`src/rtl/evm_booth_arbiter.sv`:
```
// Round-robin arbiter that shares one voter database and candidate tally between voting booths.
// Define TALLY_SAT_EN to make tallies saturate instead of wrapping.
module evm_booth_arbiter #(
  parameter int unsigned NUM_BOOTHS = 4,
  parameter int unsigned NUM_VOTERS = 8,
  parameter int unsigned ID_W       = 3,
  parameter int unsigned NUM_CAND   = 4,
  parameter int unsigned CNT_W      = 8
) (
  input  logic                         clk,
  input  logic                         reset,
  input  logic                         election_open,
  input  logic [NUM_BOOTHS-1:0]        req,
  input  logic [NUM_BOOTHS*ID_W-1:0]   req_id,
  input  logic [NUM_BOOTHS*2-1:0]      req_option,
  output logic [NUM_BOOTHS-1:0]        grant,
  output logic                         done,
  output logic                         accepted,
  output logic                         rejected,
  output logic                         busy,
  output logic [NUM_CAND*CNT_W-1:0]    tally
);

  localparam int unsigned BW = (NUM_BOOTHS > 1) ? $clog2(NUM_BOOTHS) : 1;

  typedef enum logic [1:0] {StArb, StCheck, StResp} state_e;

  state_e           state;
  logic [BW-1:0]    rr;
  logic [ID_W-1:0]  id_q;
  logic [1:0]       opt_q;
  logic [NUM_VOTERS-1:0] voted;
  logic [CNT_W-1:0] count [NUM_CAND];

  logic             found;
  logic [BW-1:0]    win;
  int unsigned      idx;

  // First pending request at or after the rr pointer, wrapping.
  always_comb begin
    found = 1'b0;
    win   = '0;
    idx   = 0;
    for (int i = 0; i < NUM_BOOTHS; i++) begin
      idx = (32'(rr) + 32'(i)) % NUM_BOOTHS;
      if (!found && req[BW'(idx)]) begin
        found = 1'b1;
        win   = BW'(idx);
      end
    end
  end

  logic id_bad, opt_bad, vote_ok;

  always_comb begin
    id_bad  = 32'(id_q) >= NUM_VOTERS;
    opt_bad = 32'(opt_q) >= NUM_CAND;
    vote_ok = !id_bad && !opt_bad && !voted[id_q];
  end

  always_ff @(posedge clk) begin
    if (reset) begin
      state    <= StArb;
      rr       <= '0;
      id_q     <= '0;
      opt_q    <= '0;
      voted    <= '0;
      grant    <= '0;
      done     <= 1'b0;
      accepted <= 1'b0;
      rejected <= 1'b0;
      busy     <= 1'b0;
      for (int c = 0; c < NUM_CAND; c++) count[c] <= '0;
    end else begin
      unique case (state)
        StArb: begin
          if (election_open && found) begin
            id_q  <= req_id[32'(win)*ID_W +: ID_W];
            opt_q <= req_option[32'(win)*2 +: 2];
            grant <= {{(NUM_BOOTHS-1){1'b0}}, 1'b1} << win;
            busy  <= 1'b1;
            rr    <= (32'(win) == NUM_BOOTHS - 1) ? '0 : win + 1'b1;
            state <= StCheck;
          end else begin
            grant <= '0;
            busy  <= 1'b0;
          end
        end
        StCheck: begin
          if (vote_ok) begin
            voted[id_q] <= 1'b1;
`ifdef TALLY_SAT_EN
            if (count[opt_q] != '1) count[opt_q] <= count[opt_q] + 1'b1;
`else
            count[opt_q] <= count[opt_q] + 1'b1;
`endif
          end
          done     <= 1'b1;
          accepted <= vote_ok;
          rejected <= !vote_ok;
          state    <= StResp;
        end
        StResp: begin
          done     <= 1'b0;
          accepted <= 1'b0;
          rejected <= 1'b0;
          grant    <= '0;
          busy     <= 1'b0;
          state    <= StArb;
        end
        default: state <= StArb;
      endcase
    end
  end

  for (genvar c = 0; c < NUM_CAND; c++) begin : g_tally
    assign tally[c*CNT_W +: CNT_W] = count[c];
  end

endmodule
```
`config.mk`:
```
export PLATFORM = sky130hd
export DESIGN_NAME = evm_booth_arbiter
export DESIGN_NICKNAME = d
export VERILOG_FILES = /design/src/rtl/evm_booth_arbiter.sv
export SDC_FILE = /design/constraint.sdc
export NUM_CORES = 1
export LEC_CHECK = 0
export ABC_CLOCK_PERIOD_IN_PS = 6500
export BUFFER_PORTS_ARGS = -buffer_cell sky130_fd_sc_hd__buf_2
export CORE_AREA = 2 2 95 97
export CTS_BUF_LIST = sky130_fd_sc_hd__clkbuf_8 sky130_fd_sc_hd__clkbuf_16
export CTS_CLUSTER_DIAMETER = 40
export DETAILED_ROUTE_END_ITERATION = 16
export DIE_AREA = 0 0 97 99
export SYNTH_ARGS = -nofsm -noshare
export SYNTH_HDL_FRONTEND = slang
export SYNTH_SLANG_ARGS = --single-unit
```
`constraint.sdc`:
```
create_clock -name clk -period 6.5 [get_ports clk]
set_clock_uncertainty 0.2 [all_clocks]
set_input_delay 1.3 -clock clk [delete_from_list [all_inputs] [get_ports clk]]
set_output_delay 1.3 -clock clk [all_outputs]
set_load 0.005 [all_outputs]
```
==> results of run 1 <==
[report_power, final]
part | switching [W] | internal, W
Combinational | 0.000110 | 0.0000752
Sequential | 0.0000241 | 0.000423
Clock | 0.000160 | 0.000219
[area by class of cell]
type	instances	share of cell area
sequential	59	0.429
multi-input combinational	164	0.360
timing repair buffer	67	0.0966
tap	108	0.0386
clock buffer	9	0.0354
clock inverter	7	0.0286
inverter	11	0.0118
[kinds of logic (layout without fill, tap and decap cells)]
logic type	count (synthesis)	after routing	share of synthesized area
flops	59	59	0.517
compound gates	38	38	0.0960
simple gates	93	93	0.178
mux	22	22	0.117
fa+ha+maj	5	5	0.0215
buf+inv	30	94	0.0508
xor+xnor	6	6	0.0207
[synthesized netlist by cell type, types with 3 or more instances]
library cell,n
nor4_1,23
nand3_1,4
dfxtp_1,27
a21oi_1,10
mux2i_1,14
buf_1,3
clkbuf_1,7
xnor2_1,3
buf_6,3
nand2b_1,11
o22ai_1,8
nand2_1,17
buf_2,3
mux4_2,3
edfxtp_1,32
o41ai_1,3
nand3b_1,6
ha_1,5
nor2b_1,3
inv_1,10
nor2_1,12
nor3_1,9
o221ai_1,5
mux4_1,5
o21bai_1,3
[worst register-to-register path, stage by stage, from the launching register on]
cell and delay [ns]:
dfxtp_1 0.48, inv_1 0.16, a221o_1 0.30, a21oi_2 0.25, nand2_2 0.50, o21bai_1 0.92
[per-layer routing]
layer	GRT usage	up-vias	wire, um
met5	0	-	0
met4	0.0618	0	108
met3	0.0404	11	377
met2	0.215	75	2960
met1	0.185	997	3030
li1	-	1085	-
[metrics by stage]
stage                     hold slack [ns]   util  worst slack, ns
after floorplan                     0.227      -             3.72
after global placement              0.245  0.383             3.28
after detailed placement            0.244  0.383             3.24
after CTS                           0.255  0.409             3.29
after global routing                0.271  0.409             3.06
final                               0.250  0.409             3.32
[sequential cells by signal, indices dropped and copies added, names as in the netlist, named ones only]
signal / flops
accepted: 1
busy: 1
count: 32
done: 1
grant: 4
id_q: 3
opt_q: 2
rejected: 1
rr: 2
state: 2
voted: 8
[worst max-delay path by stage]
stage                        endpoint  slack, ns  depth (start not counted)
final                     count[1][7]       3.32                          5
after global routing      count[1][7]       3.06                          5
after CTS                 count[1][7]       3.29                          5
after detailed placement  count[1][2]       3.24                          2
after global placement    count[1][2]       3.28                          2
after floorplan                  flop       3.72                          6
==> impl_metrics.csv, run 1 <==
group,metric,value,unit
critical_path,worstSetupEndpointType,"flop",
yosys,syn_nets,285,
critical_path,critPathRequiredTime,6.27,ns
global_routing,grt_pass1_vias,2039,
critical_path,startpoint_type,"flop",
critical_path,cp_cell_sequence,"inv_1, a221o_1, a21oi_2, nand2_2, o21bai_1",
global_routing,grt_pass1_wl,10.4,mm
finish,multi_input_area,1260,um^2
finish,layout_common_cells,"buf_2 (66), edfxtp_1 (32), dfxtp_1 (27)",
timing,fin_crit_sh,0.489,
detailed_routing,antenna_left,0,
timing,slew_violations,0,
detailed_routing,first_pass_iters,4,
clock_network,clock_latency,0.35,ns
floorplanning,die-area,9600,um^2
yosys,synthArstFlopShare,0,
min_path,worst_hold_path.endpoint,"grant[0]",
floorplanning,die_h,99,um
yosys,synth.distinct_cells,44,
pwr,power_leakage,1.34,nW
critical_path,cp_num_buf_inv,1,
placed_design,placed_cells,409,
critical_path,worstReg2RegStart,"id_q[2]",
critical_path,slowest_stage,"o21bai_1",
clock_network,ctsResizeCount,0,
global_routing,grtUsageTotal,0.140,
clock_network,cts-htree-levels,3,
yosys,syn-cell-area,2910,um^2
job,timing.max_cap.violations,0,
timing,max_freq,315,MHz
finish,drive_gt1_frac,0.303,
clock_network,post-cts-setup-buffer-count,0,
timing,worst_slew_pin_slew,1.09,ns
critical_path,r2r-end,"count[1][7]",
critical_path,crit_family,"compound AO/OA/AOI/OAI gates",
global_routing,overflow,0,
critical_path,arrival,2.94,ns
finish,fin_nets,344,
timing,fin_crit,3.18,ns
placed_design,place.gp.congestion,0.745,
floorplanning,initial_core_util,0.340,
yosys,seq_area_frac_synth,0.517,
critical_path,r2r_cells,5,
finish,num-fill-cells,835,
detailed_routing,drt-initial-drc-count,91,
pwr,power_density,289,nW/um^2
yosys,synthCells,253,
placed_design,port_buffers,66,
critical_path,startpoint,"id_q[2]",
timing,rsz0062_at_grt,"false",
pwr,p_total,0.00101,W
yosys,synth_top_area_share,0.331,
outcome,status,"completed",
placed_design,dp_hpwl,4.46,mm
clock_network,cts_tree,"built",
finish,final_common_cell,"buf_2",
yosys,syn-mean-instance-area,11.5,um^2
detailed_routing,drt_wl_total,6.47,mm
global_routing,grt_max_degree,68,
floorplanning,rows,34,
timing,setup_viol,0,
clock_network,cts-root-buf,"clkbuf_8",
finish,regArea,1500,um^2
floorplanning,ios,67,
clock_network,clkTransAtPathRegs,0.07,ns
min_path,hold_path.class,"reg2reg",
yosys,synth_top_area_cell,"edfxtp_1",
timing,hold_viol_final,0,
detailed_routing,wl_per_cell,15.2,um
floorplanning,core-area,8550,um^2
critical_path,max_stage_delay,0.91,ns
yosys,yosys_most_used_dff,"edfxtp_1",
detailed_routing,vias_per_cell,5.10,
yosys,yosys-top-cells-area,"edfxtp_1 (33%), dfxtp_1 (19%), nor4_1 (5.0%), mux2i_1 (4.8%), mux4_1 (4.5%)",
clock_network,hold_buffers,0,
timing,relSlewSlack,0.270,
finish,stdcell_count,425,
yosys,synth-edff-count,32,
clock_network,clockBufferDepth,2,
yosys,yosys_register_bits,59,
critical_path,critPathKind,"reg2reg",
clock_network,numClockSinks,59,
placed_design,place_area,3270,um^2
detailed_routing,drc,0,
finish,insertedDiodeCount,0,
min_path,worstHoldPathCells,2,
critical_path,critPathMaxFanout,43,
pwr,peakVddDrop,122,uV
global_routing,antenna_found_initial,0,
yosys,synth_warnings,0,
floorplanning,die_w,97,um
timing,tns,0,ns
detailed_routing,num_vias,2168,
min_path,min_from,"grant[0]",
finish,areaGrowthSynthToFinish,20.3,%
clock_network,cts_buffers,9,
critical_path,reg2reg_slack,3.32,ns
finish,stdcell_area,3500,um^2
Note: power is estimated with default switching activity, not from simulation.
==> inputs of run 2 (changes only) <==
Settings changed: ABC_AREA set to 1, ABC_CLOCK_PERIOD_IN_PS 6500 to 3170, CORE_AREA 2 2 95 97 to 2 2 99 101, DIE_AREA 0 0 97 99 to 0 0 101 103.
Clock period 6.5 ns to 3.17 ns, I/O delays scaled along.
==> run 2 against run 1 <==
  * Clock power grew 100%
  * Cell area grew 10%
  * Total power grew to 3.4 times the previous value
  * Highest routed layer unchanged
  * Die area grew 8.3%
  * Critical endpoint is now count[0][6]
  * Critical path type unchanged
  * Clock-buffer cell count grew 3
  * Combinational power grew to 8.6 times the previous value
  * Fmax grew 18%
  * Worst hold slack gained 0.014 ns
  * Flip-flop and latch count is the same
  * Global-route usage grew 1.9 points
  * Sequential share of layout area shrank 4.0 points
==> impl_metrics.csv, run 2 <==
group,metric,value,unit
finish,drive_gt1_frac,0.220,
finish,stdcell_area,3860,um^2
detailed_routing,drc,0,
clock_network,cts-root-buf,"clkbuf_8",
detailed_routing,vias_per_cell,4.85,
critical_path,cp_cell_sequence,"inv_2, o21ai_0, o22ai_1, ha_1, nand3_1, or2_2, o21ai_0, nand2_1, nand2_1, nor2_1",
global_routing,grt_max_degree,18,
yosys,synthArstFlopShare,0,
placed_design,port_buffers,66,
finish,final_common_cell,"nand2_1",
finish,insertedDiodeCount,0,
clock_network,clockBufferDepth,2,
finish,fin_nets,517,
floorplanning,initial_core_util,0.338,
timing,slew_violations,0,
floorplanning,rows,36,
timing,setup_viol,0,
global_routing,grt_pass1_vias,2779,
timing,rsz0062_at_grt,"false",
yosys,seq_area_frac_synth,0.470,
critical_path,crit_family,"simple AND/OR/NAND/NOR gates",
placed_design,dp_hpwl,5.83,mm
yosys,yosys_most_used_dff,"edfxtp_1",
global_routing,antenna_found_initial,0,
timing,tns,0,ns
yosys,syn_nets,447,
global_routing,overflow,0,
pwr,power_leakage,1.83,nW
clock_network,hold_buffers,0,
yosys,synth_top_family_by_area,"simple AND/OR/NAND/NOR gates",
critical_path,max_stage_delay,0.49,ns
timing,worst_slew_pin_slew,0.576,ns
timing,relSlewSlack,0.616,
floorplanning,die_h,103,um
timing,fin_hold_ws,0.264,ns
yosys,synth-edff-count,32,
pwr,power_density,901,nW/um^2
yosys,yosys-mux-area-fraction,0,
clock_network,cts_buffers,9,
yosys,yosys_register_bits,59,
clock_network,clock_latency,0.34,ns
floorplanning,die_w,101,um
yosys,syn-mean-instance-area,7.70,um^2
yosys,synth_warnings,0,
detailed_routing,first_pass_iters,4,
clock_network,numClockSinks,59,
detailed_routing,num_vias,2927,
detailed_routing,drt_wl_total,7.90,mm
yosys,synthAdderAreaFrac,0.0196,
detailed_routing,drt-initial-drc-count,100,
floorplanning,ios,67,
finish,regMostFlops,"count",
yosys,synth_compound_area_frac,0.0748,
clock_network,post-cts-setup-buffer-count,0,
yosys,synth.distinct_cells,31,
finish,largest_reg_flops,32,
detailed_routing,wl_per_cell,13.1,um
critical_path,slowest_stage,"dfxtp_1",
clock_network,ctsResizeCount,0,
finish,largestRegisters,"count x32, voted x8, grant x4",
yosys,synth_top_area_cell,"edfxtp_1",
global_routing,grtUsageTotal,0.159,
floorplanning,die-area,10400,um^2
yosys,yosys-top-cells-count,"nand2_1 (119), nor2_1 (50), nand3_1 (49)",
outcome,status,"completed",
critical_path,arrival,2.58,ns
yosys,synthCells,415,
timing,hold_viol_final,0,
finish,areaGrowthSynthToFinish,20.8,%
critical_path,startpoint_type,"flop",
critical_path,cp_num_buf_inv,1,
global_routing,grt_pass1_wl,12.8,mm
critical_path,worstSetupEndpointType,"flop",
clock_network,cts_tree,"built",
placed_design,place_area,3630,um^2
detailed_routing,antenna_left,0,
finish,layout_common_cells,"nand2_1 (119), buf_2 (66), nor2_1 (50)",
critical_path,critPathMaxFanout,17,
placed_design,place.gp.congestion,0.855,
job,timing.max_cap.violations,0,
yosys,synth.most_common_cell,"nand2_1",
min_path,hold_path.class,"reg2reg",
clock_network,cts-htree-levels,3,
floorplanning,core-area,9460,um^2
pwr,peakVddDrop,712,uV
yosys,synth_xor_area_frac,0.00822,
yosys,yosys.area_share.simple,0.345,
yosys,yosys-top-cells-area,"edfxtp_1 (30%), dfxtp_1 (17%), nand2_1 (14%), nand3_1 (7.7%), nor2_1 (5.9%)",
timing,fin_crit_sh,0.850,
timing,max_freq,371,MHz
yosys,syn-cell-area,3200,um^2
critical_path,critPathKind,"reg2reg",
clock_network,clkTransAtPathRegs,0.07,ns
timing,fin_crit,2.69,ns
yosys,synth_top_area_share,0.301,
critical_path,critPathRequiredTime,3.06,ns
[run 2: cell types whose count changed in the layout (fill, tap and decap cells not counted), moves of 6 or more]
cell / change
o21ai_0: +17
nand2b_1: -11
nand3_2: +6
nand3_1: +45
inv_1: +38
nor4_1: -23
nor3_1: -7
nand2_1: +102
nor2_1: +38
mux2i_1: -14
[run 2: routing by layer]
layer  vias up  routed length, um  global-route usage
met4         0                127              0.0561
met2        94               3750               0.270
met3        11                453              0.0427
met5         -                  0                   0
li1       1503                  -                   -
met1      1319               3580               0.195
[run 2: area by class of cell]
class                      instances  area [um^2]
sequential                        59         1500
fill                             976         5600
multi-input combinational        295         1430
inverter                          48          180
timing repair buffer              72          375
clock inverter                     4         43.8
clock buffer                      12          188
tap                              114          143
[run 2: worst paths after layout]
kind / end / from / cells past startpoint / slack, ns
setup / recovery: count[0][6] / flop / 10 / 0.48
hold / removal: grant[0] / grant[0] / 2 / 0.26
hold reg to reg: grant[0] / grant[0] / 2 / 0.26
setup reg to reg: count[0][6] / flop / 10 / 0.48
[run 2: tightest hold or removal path: cells and delay by family (launching register included)]
family | cells | cell delay, ns
AOI/OAI and AO/OA | 1 | 0.05
and+or+nand+nor | 1 | 0.06
DFF | 1 | 0.31
[run 2: power breakdown]
group | internal, W | leakage, nW | switching [W]
combinational | 0.000528 | 1.15 | 0.00107
sequential | 0.000954 | 0.552 | 0.000156
clock | 0.000475 | 0.126 | 0.000292
[run 2: cell families (layout without fill, tap and decap cells)]
| group | Yosys count | after routing |
|---|---|---|
| buffers and inverters | 61 | 136 |
| adder cells (fa/ha/maj) | 5 | 5 |
| flip-flops | 59 | 59 |
| AO/OA/AOI/OAI | 42 | 42 |
| XOR/XNOR | 3 | 3 |
| AND/OR/NAND/NOR | 245 | 245 |
[run 2: metrics by stage]
step / instances / utilization / total power, W / setup slack (ns)
global route: 604 / 0.408 / 0.00378 / 0.236
CTS: 604 / 0.408 / 0.00350 / 0.481
global placement: 588 / 0.384 / 0.00270 / 0.559
detailed placement: 588 / 0.384 / 0.00272 / 0.499
floorplan: 415 / - / 0.00240 / 0.872
finish: 604 / 0.408 / 0.00348 / 0.476
==> inputs of run 3 (changes only) <==
Settings changed: ABC_CLOCK_PERIOD_IN_PS 3170 to 2600.
Clock period 3.17 ns to 2.6 ns, I/O delays scaled along.
==> run 3 against run 2 <==
  * Clock-buffer cell count is 1 lower
  * Combinational power is 29% higher
  * Sequential share of layout area is 0.32 points lower
  * Fmax is 14% higher
  * Via count is 0.99% higher
  * Clock power is 12% higher
  * Core utilization is 0.44 points higher
  * Routed wire length is 0.85% lower
  * Total power is 23% higher
  * Final cell count is 1.2% higher
  * Flip-flop and latch count stayed put
==> impl_metrics.csv, run 3 (synthesized netlist as in run 2, its figures left out) <==
group,metric,value,unit
outcome,status,"completed",
pwr,peakVddDrop,764,uV
detailed_routing,antenna_left,0,
finish,final_common_cell,"nand2_1",
min_path,worstHoldPathCells,2,
clock_network,numClockSinks,59,
clock_network,clkTransAtPathRegs,0.07,ns
detailed_routing,first_pass_iters,5,
finish,fin_util,0.413,
timing,relSlewSlack,0.696,
min_path,hold_path.class,"reg2reg",
detailed_routing,wl_per_cell,12.8,um
global_routing,grtUsageTotal,0.159,
critical_path,critPathKind,"reg2reg",
timing,fin_crit,2.36,ns
clock_network,clock_latency,0.34,ns
timing,setup_slack,0.244,ns
detailed_routing,vias_per_cell,4.84,
detailed_routing,drc,0,
finish,largestRegisters,"count x32, voted x8, grant x4",
global_routing,grt_max_degree,18,
finish,layout_common_cells,"nand2_1 (119), buf_2 (66), nor2_1 (50)",
global_routing,grt_pass1_vias,2778,
finish,insertedDiodeCount,0,
placed_design,dp_hpwl,5.83,mm
finish,areaGrowthSynthToFinish,22.1,%
critical_path,critPathRequiredTime,2.49,ns
detailed_routing,num_vias,2956,
detailed_routing,drt-initial-drc-count,136,
timing,worst_slew_pin_slew,0.454,ns
clock_network,clockBufferDepth,2,
pwr,p_total,0.00427,W
global_routing,antenna_found_initial,0,
clock_network,hold_buffers,0,
floorplanning,die-area,10400,um^2
placed_design,port_buffers,66,
finish,fin_nets,524,
job,timing.max_cap.violations,0,
timing,fin_crit_sh,0.906,
detailed_routing,drt_wl_total,7.84,mm
critical_path,critPathMaxFanout,9,
timing,hold_viol_final,0,
finish,largest_reg_flops,32,
clock_network,cts-htree-levels,3,
global_routing,overflow,0,
timing,setup_viol,0,
critical_path,arrival,2.24,ns
floorplanning,ios,67,
clock_network,cts-root-buf,"clkbuf_8",
clock_network,cts_tree,"built",
finish,drive_gt1_frac,0.245,
global_routing,grt_pass1_wl,13.0,mm
finish,num-fill-cells,993,
floorplanning,die_w,101,um
floorplanning,die_h,103,um
critical_path,r2r_cells,10,
floorplanning,rows,36,
pwr,power_density,1090,nW/um^2
clock_network,cts_buffers,9,
timing,max_freq,425,MHz
critical_path,startpoint_type,"flop",
placed_design,dp_slack,0.114,ns
critical_path,worstSetupEndpointType,"flop",
finish,regMostFlops,"count",
timing,slew_violations,0,
critical_path,reg2reg_slack,0.24,ns
pwr,power_leakage,1.85,nW
floorplanning,initial_core_util,0.338,
placed_design,place.gp.congestion,0.899,
timing,tns,0,ns
floorplanning,core-area,9460,um^2
[run 3: worst paths after layout]
| path | startpoint | end |
|---|---|---|
| max | flop | count[1][6] |
| min | voted[3] | voted[3] |
| max reg2reg | flop | count[1][6] |
| min reg2reg | voted[3] | voted[3] |
[run 3: critical path, stage by stage, from the launching register on]
cell     delay, ns
dfxtp_2       0.38
inv_2         0.14
o21ai_0       0.11
o22ai_1       0.23
ha_2          0.27
nand3_1       0.10
or2_2         0.31
o21ai_1       0.12
nand2_1       0.09
nand2_1       0.10
nor2_1        0.05
[run 3: per-layer routing]
layer	GRT usage	share of wire
met5	0	0
met4	0.0696	0.0077
met3	0.0366	0.065
met2	0.259	0.47
met1	0.203	0.46
[run 3: area by class of cell]
type / instances / area, um^2 / share of cell area
clock buffers: 11 / 174 / 0.0446
inverters: 48 / 180 / 0.0462
multi-input cells: 295 / 1430 / 0.367
flip-flops and latches: 59 / 1510 / 0.386
clock inverters: 5 / 40.0 / 0.0103
repair buffers: 79 / 428 / 0.110
well taps: 114 / 143 / 0.0366
[run 3: report_power, final]
group | switching (W) | internal [W]
sequential | 0.000178 | 0.00117
clock | 0.000393 | 0.000468
combinational | 0.00134 | 0.000725
total | 0.00191 | 0.00236
[run 3: through the flow]
step / hold WS [ns] / std cells / cell area, um^2
2_1_floorplan: 0.223 / 415 / 3200
3_3_place_gp: 0.239 / 594 / 3670
3_5_place_dp: 0.239 / 594 / 3670
4_1_cts: 0.251 / 610 / 3890
5_1_grt: 0.274 / 611 / 3900
6_report: 0.261 / 611 / 3900
[run 3: repair_timing]
| item | in CTS | in global routing |
|---|---|---|
| gates resized for setup | 0 | 6 |
| setup endpoints to repair | 0 | 5 |
| buffers inserted | 0 | 1 |
